<file path="config.mk">
export PLATFORM = sky130hd
export DESIGN_NAME = tcm_stream_dma
export DESIGN_NICKNAME = d
export VERILOG_FILES = /design/src/rtl/tcm_dma_pkg.sv /design/src/rtl/tcm_dma_packer.sv /design/src/rtl/tcm_stream_dma.sv
export SDC_FILE = /design/constraint.sdc
export NUM_CORES = 1
export LEC_CHECK = 0
export CORE_MARGIN = 2
export CORE_UTILIZATION = 40
export DETAILED_ROUTE_END_ITERATION = 7
export GPL_TIMING_DRIVEN = 0
export PLACE_DENSITY = 0.8
export SLEW_MARGIN = 25
export SYNTH_ARGS = -nofsm -noshare
export SYNTH_HDL_FRONTEND = slang
export SYNTH_SLANG_ARGS = --single-unit
</file>
<file path="constraint.sdc">
create_clock -name clk_i -period 5.1 [get_ports clk_i]
set_input_delay 1.02 -clock clk_i [delete_from_list [all_inputs] [get_ports clk_i]]
set_output_delay 1.02 -clock clk_i [all_outputs]
set_load 0.02 [all_outputs]
</file>
<file path="src/rtl/tcm_dma_pkg.sv">
// Shared definitions for the TCM stream DMA: FSM state encoding, lane sizing and
// the byte-address to word/lane split helpers.
package tcm_dma_pkg;

    localparam int BYTE_W         = 8;
    localparam int DEF_DATA_WIDTH = 64;
    localparam int DEF_BYTES      = DEF_DATA_WIDTH / BYTE_W;
    localparam int DEF_LANE_W     = $clog2(DEF_BYTES);

    typedef enum logic [2:0] {
        ST_IDLE,
        ST_WFILL,
        ST_WFLUSH,
        ST_RREQ,
        ST_RWAIT,
        ST_RDRAIN,
        ST_DONE
    } dma_state_e;

    function automatic logic [31:0] word_of(input logic [31:0] byte_addr, input int lane_w);
        return byte_addr >> lane_w;
    endfunction

    function automatic logic [31:0] lane_of(input logic [31:0] byte_addr, input int lane_w);
        return byte_addr & ((32'd1 << lane_w) - 32'd1);
    endfunction

endpackage

</file>
<file path="src/rtl/tcm_dma_packer.sv">
// Write-side word assembler: drops each accepted byte into its lane and accumulates
// the byte-enable mask until the owning FSM flushes the word.
module tcm_dma_packer
    import tcm_dma_pkg::*;
#(
    parameter int DATA_WIDTH = DEF_DATA_WIDTH,
    parameter int BYTES      = DEF_BYTES,
    parameter int LANE_W     = DEF_LANE_W
) (
    input  logic                  clk_i,
    input  logic                  rst_ni,
    input  logic                  insert_i,
    input  logic [LANE_W-1:0]     lane_i,
    input  logic [7:0]            byte_i,
    input  logic                  clear_i,
    output logic [BYTES-1:0]      mask_next_o,
    output logic [DATA_WIDTH-1:0] data_next_o
);

    logic [BYTES-1:0]      mask_q, mask_d;
    logic [DATA_WIDTH-1:0] data_q, data_d;

    // The _next view already holds this cycle's byte, so a flush can launch from it directly.
    always_comb begin
        mask_next_o = mask_q;
        data_next_o = data_q;
        for (int i = 0; i < BYTES; i++) begin
            if (insert_i && (lane_i == LANE_W'(i))) begin
                mask_next_o[i]                    = 1'b1;
                data_next_o[i*BYTE_W +: BYTE_W]   = byte_i;
            end
        end
        mask_d = clear_i ? '0 : mask_next_o;
        data_d = clear_i ? '0 : data_next_o;
    end

    always_ff @(posedge clk_i or negedge rst_ni) begin
        if (!rst_ni) begin
            mask_q <= '0;
            data_q <= '0;
        end else begin
            mask_q <= mask_d;
            data_q <= data_d;
        end
    end

endmodule

</file>
<file path="src/rtl/tcm_stream_dma.sv">
// Byte-stream DMA initiator for one TCM SRAM port. Read mode (TCM->stream) is only
// built when TCM_DMA_READ_EN is defined; otherwise every command is a write.
module tcm_stream_dma
    import tcm_dma_pkg::*;
#(
    parameter int  DATA_WIDTH = DEF_DATA_WIDTH,
    parameter int  N_ENTRIES  = 1024,
    parameter int  LEN_W      = 16,
    localparam int BYTES      = DATA_WIDTH / BYTE_W,
    localparam int LANE_W     = $clog2(BYTES),
    localparam int ADDRW      = $clog2(N_ENTRIES),
    localparam int BAW        = ADDRW + LANE_W
) (
    input  logic                  clk_i,
    input  logic                  rst_ni,
    input  logic                  cmd_valid_i,
    output logic                  cmd_ready_o,
    input  logic                  cmd_rd_i,
    input  logic [BAW-1:0]        cmd_addr_i,
    input  logic [LEN_W-1:0]      cmd_len_i,
    input  logic                  abort_i,
    output logic                  done_o,
    input  logic                  s_valid_i,
    output logic                  s_ready_o,
    input  logic [7:0]            s_data_i,
    output logic                  m_valid_o,
    input  logic                  m_ready_i,
    output logic [7:0]            m_data_o,
    output logic                  tcm_en_o,
    output logic                  tcm_we_o,
    output logic [BYTES-1:0]      tcm_be_o,
    output logic [ADDRW-1:0]      tcm_addr_o,
    output logic [DATA_WIDTH-1:0] tcm_data_o,
    input  logic [DATA_WIDTH-1:0] tcm_data_i,
    input  logic                  tcm_ready_i
);

    localparam logic [LANE_W-1:0] LAST_LANE = LANE_W'(BYTES - 1);

    dma_state_e            state_q, state_d;
    logic [BAW-1:0]        addr_q, addr_d;
    logic [LEN_W-1:0]      rem_q, rem_d;
    logic [LANE_W-1:0]     lane;
    logic [ADDRW-1:0]      word_cur;
    logic                  pack_insert;
    logic                  pack_clear;
    logic [BYTES-1:0]      pack_mask_next;
    logic [DATA_WIDTH-1:0] pack_data_next;

    logic                  tcm_en_q, tcm_en_d;
    logic                  tcm_we_q, tcm_we_d;
    logic [BYTES-1:0]      tcm_be_q, tcm_be_d;
    logic [ADDRW-1:0]      tcm_addr_q, tcm_addr_d;
    logic [DATA_WIDTH-1:0] tcm_data_q, tcm_data_d;

    assign lane     = LANE_W'(lane_of(32'(addr_q), LANE_W));
    assign word_cur = ADDRW'(word_of(32'(addr_q), LANE_W));

    // Anything left in the packer outside a fill, or on abort, is a discarded partial word.
    assign pack_clear = abort_i || (state_q != ST_WFILL);

    tcm_dma_packer #(
        .DATA_WIDTH (DATA_WIDTH),
        .BYTES      (BYTES),
        .LANE_W     (LANE_W)
    ) u_packer (
        .clk_i       (clk_i),
        .rst_ni      (rst_ni),
        .insert_i    (pack_insert),
        .lane_i      (lane),
        .byte_i      (s_data_i),
        .clear_i     (pack_clear),
        .mask_next_o (pack_mask_next),
        .data_next_o (pack_data_next)
    );

`ifdef TCM_DMA_READ_EN
    logic [DATA_WIDTH-1:0] rdata_q, rdata_d;

    assign m_data_o = rdata_q[{lane, 3'b000} +: BYTE_W];
`else
    logic unused_read_path;

    assign unused_read_path = ^{cmd_rd_i, m_ready_i, tcm_ready_i, tcm_data_i};
    assign m_data_o         = '0;
`endif

    always_comb begin
        state_d     = state_q;
        addr_d      = addr_q;
        rem_d       = rem_q;
        cmd_ready_o = 1'b0;
        s_ready_o   = 1'b0;
        m_valid_o   = 1'b0;
        done_o      = 1'b0;
        pack_insert = 1'b0;
`ifdef TCM_DMA_READ_EN
        rdata_d     = rdata_q;
`endif
        case (state_q)
            ST_IDLE: begin
                cmd_ready_o = !abort_i;
                if (cmd_valid_i && !abort_i) begin
                    addr_d = cmd_addr_i;
                    rem_d  = cmd_len_i;
                    if (cmd_len_i == '0) begin
                        state_d = ST_DONE;
`ifdef TCM_DMA_READ_EN
                    end else if (cmd_rd_i) begin
                        state_d = ST_RREQ;
`endif
                    end else begin
                        state_d = ST_WFILL;
                    end
                end
            end
            ST_WFILL: begin
                s_ready_o = 1'b1;
                if (s_valid_i) begin
                    pack_insert = 1'b1;
                    addr_d      = addr_q + BAW'(1);
                    rem_d       = rem_q - LEN_W'(1);
                    if ((lane == LAST_LANE) || (rem_q == LEN_W'(1))) begin
                        state_d = ST_WFLUSH;
                    end
                end
            end
            ST_WFLUSH: begin
                state_d = (rem_q == '0) ? ST_DONE : ST_WFILL;
            end
`ifdef TCM_DMA_READ_EN
            ST_RREQ: begin
                state_d = ST_RWAIT;
            end
            ST_RWAIT: begin
                if (tcm_ready_i) begin
                    rdata_d = tcm_data_i;
                    state_d = ST_RDRAIN;
                end
            end
            ST_RDRAIN: begin
                m_valid_o = 1'b1;
                if (m_ready_i) begin
                    addr_d = addr_q + BAW'(1);
                    rem_d  = rem_q - LEN_W'(1);
                    if (rem_q == LEN_W'(1)) begin
                        state_d = ST_DONE;
                    end else if (lane == LAST_LANE) begin
                        state_d = ST_RREQ;
                    end
                end
            end
`endif
            ST_DONE: begin
                done_o  = 1'b1;
                state_d = ST_IDLE;
            end
            default: begin
                state_d = ST_IDLE;
            end
        endcase
        if (abort_i) begin
            state_d = ST_IDLE;
        end
    end

    // SRAM port outputs are registered, so they are decided from the state being entered.
    always_comb begin
        tcm_en_d   = 1'b0;
        tcm_we_d   = 1'b0;
        tcm_be_d   = '0;
        tcm_addr_d = '0;
        tcm_data_d = '0;
        if (state_d == ST_WFLUSH) begin
            tcm_en_d   = 1'b1;
            tcm_we_d   = 1'b1;
            tcm_be_d   = pack_mask_next;
            tcm_addr_d = word_cur;
            tcm_data_d = pack_data_next;
        end
`ifdef TCM_DMA_READ_EN
        else if (state_d == ST_RREQ) begin
            tcm_en_d   = 1'b1;
            tcm_addr_d = ADDRW'(word_of(32'(addr_d), LANE_W));
        end
`endif
    end

    always_ff @(posedge clk_i or negedge rst_ni) begin
        if (!rst_ni) begin
            state_q    <= ST_IDLE;
            addr_q     <= '0;
            rem_q      <= '0;
            tcm_en_q   <= 1'b0;
            tcm_we_q   <= 1'b0;
            tcm_be_q   <= '0;
            tcm_addr_q <= '0;
            tcm_data_q <= '0;
`ifdef TCM_DMA_READ_EN
            rdata_q    <= '0;
`endif
        end else begin
            state_q    <= state_d;
            addr_q     <= addr_d;
            rem_q      <= rem_d;
            tcm_en_q   <= tcm_en_d;
            tcm_we_q   <= tcm_we_d;
            tcm_be_q   <= tcm_be_d;
            tcm_addr_q <= tcm_addr_d;
            tcm_data_q <= tcm_data_d;
`ifdef TCM_DMA_READ_EN
            rdata_q    <= rdata_d;
`endif
        end
    end

    assign tcm_en_o   = tcm_en_q;
    assign tcm_we_o   = tcm_we_q;
    assign tcm_be_o   = tcm_be_q;
    assign tcm_addr_o = tcm_addr_q;
    assign tcm_data_o = tcm_data_q;

endmodule
</file>
; Word-level counts from Yosys, hierarchy flattened
; Index checks and enable logic that the tools add are counted.
[totals]
register_bits = 187
in_bits = 109
out_inout_bits = 96
word_cells = 84
[op_classes]
addsub = 2
n_eq_ne = 15
muxes = 40
n_reduce_logical = 18
[ops]
columns = cell, count
row1 = 64-bit 2-to-1 mux, 2
row2 = 8-bit 2-to-1 mux, 10
row3 = 16-bit zero test, 2
row4 = 16-bit 2-to-1 mux, 2
row5 = 16-bit one-hot mux with 2 select lines, 1
row6 = 13-bit 2-to-1 mux, 2
row7 = 13-bit one-hot mux with 2 select lines, 1
row8 = 3-bit 2-to-1 mux, 6
row9 = "16-bit by 1-bit equality test with 1-bit output, second input constant", 1
row10 = "16-bit by 1-bit subtractor with 16-bit output, second input constant", 1
row11 = "3-bit equality test, second input constant", 5
row12 = 1-bit 2-to-1 mux, 14
row13 = "13-bit by 1-bit adder with 13-bit output, second input constant", 1
row14 = "3-bit by 2-bit equality test with 1-bit output, second input constant", 4
row15 = 10-bit 2-to-1 mux, 1
row16 = 1-bit logical AND, 9
row17 = 3-bit one-hot mux with 3 select lines, 1
row18 = "3-bit by 1-bit equality test with 1-bit output, second input constant", 2
row19 = 3-bit zero test, 2
row20 = "2-bit inequality test, second input constant", 2
row21 = "3-bit by 1-bit inequality test with 1-bit output, second input constant", 1
row22 = 3-bit AND reduction, 1
row23 = 1-bit logical OR, 2
row24 = 2-bit nonzero test, 1
row25 = 1-bit zero test, 1

; Longest topological paths before layout
; Gate-level depths: netlist (run 1).
[logic_depth]
depth_word = 8
ltp_mapped = 8
mapped_depth_nobuf = 7

; Cells and area by module
; From an unflattened synthesis (run 1), not the netlist that was laid out.
[unflattened]
hier_cells = 769
area_unflattened_um2 = 8838.5
[by_module_without_submodules]
columns = mod, n_inst, cells_per_inst, area_each_um2, seq_area_each_um2
row1 = tcm_stream_dma, 1, 432, 4878.4, 2877.8
row2 = tcm_dma_packer, 1, 337, 3960.0, 1801.7

; Worst setup path after synthesis (run 1)
; No wires, ideal clock.
[synth_timing]
path_type = in2out
startpoint = in abort_i
endpoint = out cmd_ready_o
arrival_ps = 1850
required_time_ps = 4080
path_slack_ps = 2230
path_stages = 1
path_buffers = 0
path_cell_list = nor4_1
[synth_between]
elab_chain_len = 2
[synth_rtl]
columns = item, line_no
row1 = from (decl), tcm_stream_dma.sv:21  ; input logic abort_i,
row2 = 1-bit zero test, tcm_stream_dma.sv:102  ; cmd_ready_o = !abort_i;
row3 = 1-bit 2-to-1 mux, tcm_stream_dma.sv:100  ; case (state_q)
row4 = to (decl), tcm_stream_dma.sv:17  ; output logic cmd_ready_o,
; No other way between the ends.

; Worst setup path in the final report (run 1)
; Same ends and word-level chain as after synthesis.

==> out/results.txt, run 1 <==
status = completed
starting DRC count in detailed routing = 395
fraction of the mapped netlist area in simple logic gates = 15.9%
most crowded layer after global routing = met2
delay of the slowest cell on the worst path = 730 ps
number of clock sinks = 187
Req. time, crit path = 4080 ps
slew at the pin closest to its max-slew limit = 766 ps
leftover overflow at the end of global routing = 0
xor/xnor cell area share of the yosys netlist = 0%
weighted congestion at the end of routability-driven global placement = 0.870
Total Wirelength = 19300 um
total of flip-flops plus latches after synthesis = 187
end of the worst register-to-register path = addr_q[5]
largest area contributor in the netlist = sky130_fd_sc_hd__dfrtp_1
worst-case setup margin in the final layout = 1180 ps
final-stage net count = 959
WL/cell = 17.7 um
number of nets with antenna violations after detailed routing = 0
total via count in the routed design = 5718
Pre-Repair DR Iteration Count = 5
placed cells = 1056
first-pass GRT wire length = 30300 um
Setup Fix Bufs, Post-CTS = 0
CTS max path bufs = 2
Clk Tree Root Cell = sky130_fd_sc_hd__clkbuf_16
share of the clock period used by the worst path = 76.8%
data arrival time at the worst-slack endpoint = 2900 ps
critical-path cell with the highest stage delay = sky130_fd_sc_hd__clkdlybuf4s50_1
number of flops mapped to enable cells by yosys = 0
met3 routing resource usage after global routing = 3.30%
share of synthesized area occupied by flip-flops and latches = 61.2%
Slew headroom = 48.9%
top flip-flop cell by instance count after synthesis = sky130_fd_sc_hd__dfrtp_1
largest voltage drop on the vdd net = 0.246 mV
effective utilization at floorplan = 40.8%
met1 track demand over resource in global routing = 25.6%
via density per instance = 5.26
maximum number of pins on one net before global-route repair = 67
total negative slack = 0 ps
most frequent cells in the layout = sky130_fd_sc_hd__dfrtp_1 (187), sky130_fd_sc_hd__nor2_1 (165), sky130_fd_sc_hd__clkdlybuf4s50_1 (119), sky130_fd_sc_hd__mux2i_1 (64)
Synth area leaders = sky130_fd_sc_hd__dfrtp_1 (61%), sky130_fd_sc_hd__mux2i_1 (8.4%), sky130_fd_sc_hd__nor2_1 (8.1%)
Highest Clock Rate = 0.255 GHz
worst slack at placement = 1180 ps
type of destination of the critical path = output port
share of synthesized cell area in full adder, half adder and majority cells = 1.47%
non-filler cells in the finished layout = 1088
count of filler cells inserted in the layout = 1674
Reg2Reg Depth = 5
IO Pins = 205
buffers and inverters on the worst path = 2
M2 GR Usage = 31.7%
worst setup skew after layout = 11.0 ps
Worst Path Class, Setup = input pin to output port
antenna cell count = 0
placement row count = 50
Hold Startpoint = u_packer.mask_q[6]
layout overhead on the synthesized area = 28.9%
final core area utilization = 52.6%
hold path endpoint = u_packer.mask_q[6]
unrepaired setup endpoints after global routing = false
dominant combinational cell family by area after synthesis = simple AND/OR/NAND/NOR gates
number of hold violations in the final report = 0
Die Area = 0.0203 mm^2
Most Frequent Cell on Critical Path = sky130_fd_sc_hd__clkdlybuf4s50_1
via count of the first global-routing pass = 5757
Setup-failing EPs final = 0
Synth async-reset ratio = 100%
area share of the largest cell type after synthesis = 61.2%
number of levels in the clock H-tree = 4
die outline height = 142 um
residual DRC count = 0
hold-critical path depth = 2
time the worst path needs with I/O delays and setup = 3920 ps
core outline area = 0.0188 mm^2
initial antenna violation count = 0
clock-pin slew on the worst setup and hold paths = 70 ps
Compound-Gate Fraction of Synth Area = 8.39%
warnings from Yosys = 0
min-delay worst type = flip-flop to flip-flop
fraction of layout instances using a drive strength above 1 = 7.26%
delay-heaviest family, CP = buffers and inverters
series of cell instances along the critical path = clkdlybuf4s50_1 -> nor4_1 -> clkdlybuf4s50_1
source of the worst register-to-register timing path = state_q[0]
clock tree from TritonCTS = done
power per cell area = 391 mW/mm^2
startpoint type of the worst setup path = input pin
post-cts sizing count = 0
Die X-Extent = 142 um
number of standard cells after synthesis = 692
number of buffers inserted during clock tree synthesis = 17
Final Max Slew Viols = 0
leakage power summed over all cells = 0.00456 uW
Mapped Area = 0.00765 mm^2
Port Buffer Count = 120
syn_area_per_cell = 11.1 um^2
maxcap violations = 0
clock latency on the worst-skew pair = 430 ps
top fanout value on the critical path = 5
commonest non-fill, non-tap cell in the layout = sky130_fd_sc_hd__dfrtp_1
mux share of post-synthesis cell area = 8.37%
Final HPWL DP = 13200 um
number of unique standard cell types used by synthesis = 58
combined global-route utilization of all metal layers = 19.6%
number of hold buffers added after CTS = 0
FF-to-FF setup slack = 2690 ps
==> per-stage QoR <==
stage | total power (uW) | instance area (um^2) | hold slack [ps]
after floorplan | 2210 | 7680 | 448
after global placement | 2450 | 9180 | 461
after detailed placement | 2470 | 9240 | 468
after CTS | 3870 | 9870 | 486
after global routing | 4040 | 9870 | 512
final | 3850 | 9870 | 483
==> how the worst max path moves through the flow <==
stage	startpoint	end	slack (ps)	cells past startpoint
after global routing	abort_i	cmd_ready_o	1120	3
after CTS	abort_i	cmd_ready_o	1180	3
after floorplan	abort_i	cmd_ready_o	2230	1
after detailed placement	abort_i	cmd_ready_o	1180	3
final	abort_i	cmd_ready_o	1180	3
after global placement	rst_ni	tcm_data_o[17]	-4450	1
==> sequential cells by signal (all words and copies together) (netlist names) <==
| name | count |
|---|---|
| addr_q | 13 |
| u_packer.mask_q | 8 |
| rem_q | 16 |
| tcm_be_o | 8 |
| state_q | 3 |
| tcm_we_o | 1 |
| tcm_data_o | 64 |
| tcm_addr_o | 10 |
| u_packer.data_q | 64 |
==> worst reg2reg max path, stage by stage (launching register included) <==
cell	delay, ps
sky130_fd_sc_hd__dfrtp_1	450
sky130_fd_sc_hd__or3b_1	430
sky130_fd_sc_hd__a21boi_1	530
sky130_fd_sc_hd__clkbuf_1	530
sky130_fd_sc_hd__o21ai_0	190
sky130_fd_sc_hd__o2bb2ai_1	160
==> cell type report <==
| cell class | instances | area (um^2) | area share, % |
|---|---|---|---|
| flip-flops and latches | 187 | 4680 | 47.4 |
| multi-input cells | 441 | 2650 | 26.8 |
| repair buffers | 122 | 1260 | 12.8 |
| clock buffers | 18 | 429 | 4.35 |
| plain buffers | 60 | 308 | 3.12 |
| well taps | 234 | 293 | 2.97 |
| clock inverters | 14 | 201 | 2.04 |
| inverters | 12 | 45.0 | 0.457 |
==> routing by layer <==
metal / part of all wire [%] / vias to the layer above
li1: - / 2643
met1: 43 / 2808
met2: 48 / 218
met3: 4.5 / 49
met4: 3.8 / 0
met5: 0 / -
==> kinds of logic after synthesis <==
kind of cell | count (synthesis)
AO/OA/AOI/OAI | 99
other | 1
flip-flops | 187
adder cells (fa/ha/maj) | 9
multiplexers | 64
AND/OR/NAND/NOR | 260
buffers and inverters | 72
==> Yosys cell counts (3+ instances only) <==
cell                        count
sky130_fd_sc_hd__a2bb2oi_1      4
sky130_fd_sc_hd__o22ai_1        3
sky130_fd_sc_hd__buf_4         11
sky130_fd_sc_hd__dfrtp_1      187
sky130_fd_sc_hd__a31oi_1        5
sky130_fd_sc_hd__and2_1        12
sky130_fd_sc_hd__nor4b_1        3
sky130_fd_sc_hd__o211ai_1       3
sky130_fd_sc_hd__buf_2          3
sky130_fd_sc_hd__ha_1           9
sky130_fd_sc_hd__a21oi_1       34
sky130_fd_sc_hd__a22oi_1        4
sky130_fd_sc_hd__or4_1          4
sky130_fd_sc_hd__nor3_1         5
sky130_fd_sc_hd__and3_1         3
sky130_fd_sc_hd__nand3_1       11
sky130_fd_sc_hd__nor4_1         9
sky130_fd_sc_hd__or3b_1         3
sky130_fd_sc_hd__inv_1         10
sky130_fd_sc_hd__buf_1          8
sky130_fd_sc_hd__o31ai_1        3
sky130_fd_sc_hd__a211oi_1       3
sky130_fd_sc_hd__nand4_1        5
sky130_fd_sc_hd__and4_1         4
sky130_fd_sc_hd__clkbuf_1      33
sky130_fd_sc_hd__nand2_1       23
sky130_fd_sc_hd__o21ai_0       16
sky130_fd_sc_hd__nor2_1       165
sky130_fd_sc_hd__buf_6          5
sky130_fd_sc_hd__o2bb2ai_1      5
sky130_fd_sc_hd__mux2i_1       64
==> power breakdown <==
group	switching (uW)	total, uW	internal [uW]
Clock	605	1400	793
Combinational	451	719	268
Sequential	137	1740	1600
No activity file was read; power rests on OpenSTA's default activity.
==> inputs of run 2 (changes only) <==
Settings changed: PLACE_DENSITY 0.8 to 0.83.
Clock period 5.1 ns to 3.4 ns, I/O delays scaled along.
==> out/results.txt, run 2 (synthesized netlist as in run 1, its figures left out) <==
status = completed
Total Wirelength = 18800 um
Final Max Slew Viols = 0
placement row count = 50
maxcap violations = 0
post-cts sizing count = 0
net switching share of the total power = 31.8%
weighted congestion at the end of routability-driven global placement = 0.924
Highest Clock Rate = 0.309 GHz
clock tree from TritonCTS = done
relative contribution of sequential cells to total power = 46.5%
largest voltage drop on the vdd net = 0.273 mV
total negative slack = 0 ps
number of levels in the clock H-tree = 4
Setup-failing EPs final = 0
share of the clock period used by the worst path = 95.2%
first-pass GRT wire length = 29600 um
min-delay worst type = input pin to asynchronous set/reset pin
CTS max path bufs = 2
worst-case setup margin in the final layout = 163 ps
power share of the combinational group = 18.9%
Reg2Reg Depth = 8
count of filler cells inserted in the layout = 1664
initial antenna violation count = 0
number of hold buffers added after CTS = 0
CP Launch Point = abort_i
area occupied by multi-input gates = 0.00265 mm^2
total via count in the routed design = 5674
leftover overflow at the end of global routing = 0
maximum number of pins on one net before global-route repair = 98
worst setup skew after layout = 9.23 ps
total power = 5620 uW
effective utilization at floorplan = 40.8%
source of the worst register-to-register timing path = rem_q[1]
Switching Power = 1790 uW
WL/cell = 17.3 um
via density per instance = 5.22
number of buffers inserted during clock tree synthesis = 17
Slew headroom = 52.3%
placed cells = 1055
via count of the first global-routing pass = 5598
time the worst path needs with I/O delays and setup = 3240 ps
antenna cell count = 0
Setup Fix Bufs, Post-CTS = 0
leakage power summed over all cells = 0.00452 uW
Post-DP Area = 0.00921 mm^2
finished layout cell area = 0.00978 mm^2
starting DRC count in detailed routing = 391
startpoint type of the worst setup path = input pin
top fanout value on the critical path = 5
Req. time, crit path = 2720 ps
Clk Tree Root Cell = sky130_fd_sc_hd__clkbuf_16
clock-pin slew on the worst setup and hold paths = 70 ps
worst slack at placement = 192 ps
number of nets with antenna violations after detailed routing = 0
number of clock sinks = 187
final-stage net count = 957
non-filler cells in the finished layout = 1086
commonest non-fill, non-tap cell in the layout = sky130_fd_sc_hd__dfrtp_1
Port Buffer Count = 120
Die Area = 0.0203 mm^2
clock share of power = 34.6%
critical path capture point = cmd_ready_o
sequential cell area = 0.00468 mm^2
combined global-route utilization of all metal layers = 19.1%
slew at the pin closest to its max-slew limit = 715 ps
most frequent cells in the layout = sky130_fd_sc_hd__dfrtp_1 (187), sky130_fd_sc_hd__nor2_1 (165), sky130_fd_sc_hd__clkdlybuf4s50_1 (119), sky130_fd_sc_hd__mux2i_1 (64), sky130_fd_sc_hd__a21oi_1 (34)
Pre-Repair DR Iteration Count = 5
internal power contribution = 3830 uW
die outline height = 142 um
layout overhead on the synthesized area = 27.9%
IO Pins = 205
unrepaired setup endpoints after global routing = false
type of destination of the critical path = output port
fraction of layout instances using a drive strength above 1 = 7.16%
FF-to-FF setup slack = 1010 ps
Worst Path Class, Setup = input pin to output port
clock latency on the worst-skew pair = 430 ps
residual DRC count = 0
data arrival time at the worst-slack endpoint = 2560 ps
number of hold violations in the final report = 0
Die X-Extent = 142 um
core outline area = 0.0188 mm^2
Final HPWL DP = 12800 um
end of the worst register-to-register path = tcm_be_o[3]
power per cell area = 575 mW/mm^2
[run 2: cell count changes in the layout (fill, tap and decap cells not counted), sizes merged]
cell and change:
inv +1, bufinv -2, clkinvlp +2, clkbuf -1
clkinv -1, buf -1
[run 2: metal layers]
metal	part of all wire [%]	vias to the layer above	global-route usage, %
met3	5.5	41	3.80
met2	49	223	30.8
met4	3.2	0	9.07
met1	43	2774	25.0
met5	0	-	0
li1	-	2636	-
[run 2: worst min-delay path by stage]
stage,start,end,cells after the start
finish,rst_ni,rem_q[4],1
global route,rst_ni,rem_q[4],1
CTS,rst_ni,rem_q[4],1
detailed placement,u_packer.mask_q[3],u_packer.mask_q[3],2
global placement,u_packer.mask_q[6],u_packer.mask_q[6],2
floorplan,rst_ni,addr_q[0],0
[run 2: critical path, cell delays in order]
cell and delay (ps):
sky130_fd_sc_hd__clkdlybuf4s50_1 510, sky130_fd_sc_hd__nor4_1 640, sky130_fd_sc_hd__clkdlybuf4s50_1 730
[run 2: cell type report]
class	count	area share [%]
multi-input combinational	441	27.1
buffer	59	3.11
clock inverter	14	1.55
clock buffer	18	4.39
timing repair buffer	121	12.6
sequential	187	47.8
inverter	12	0.460
tap	234	2.99
[run 2: power by group through the flow]
stage                     Clock (uW)  Combinational [uW]  Sequential, uW
final                           1940                1060            2620
after global routing            2070                1180            2640
after CTS                       1970                1060            2600
after detailed placement           0                1050            2650
after global placement             0                1020            2640
after floorplan                    0                 721            2590
[run 2: metrics by stage]
step	utilization [%]	hold WS, ps
4_1_cts	52.2	271
3_3_place_gp	48.9	461
2_1_floorplan	-	384
3_5_place_dp	49.1	471
5_1_grt	52.1	294
6_report	52.1	207
==> inputs of run 3 (changes only) <==
Settings changed: CTS_CLUSTER_DIAMETER set to 40.
==> results of run 3 <==
No change in the layout: final DEF, timing and power equal those of run 2.
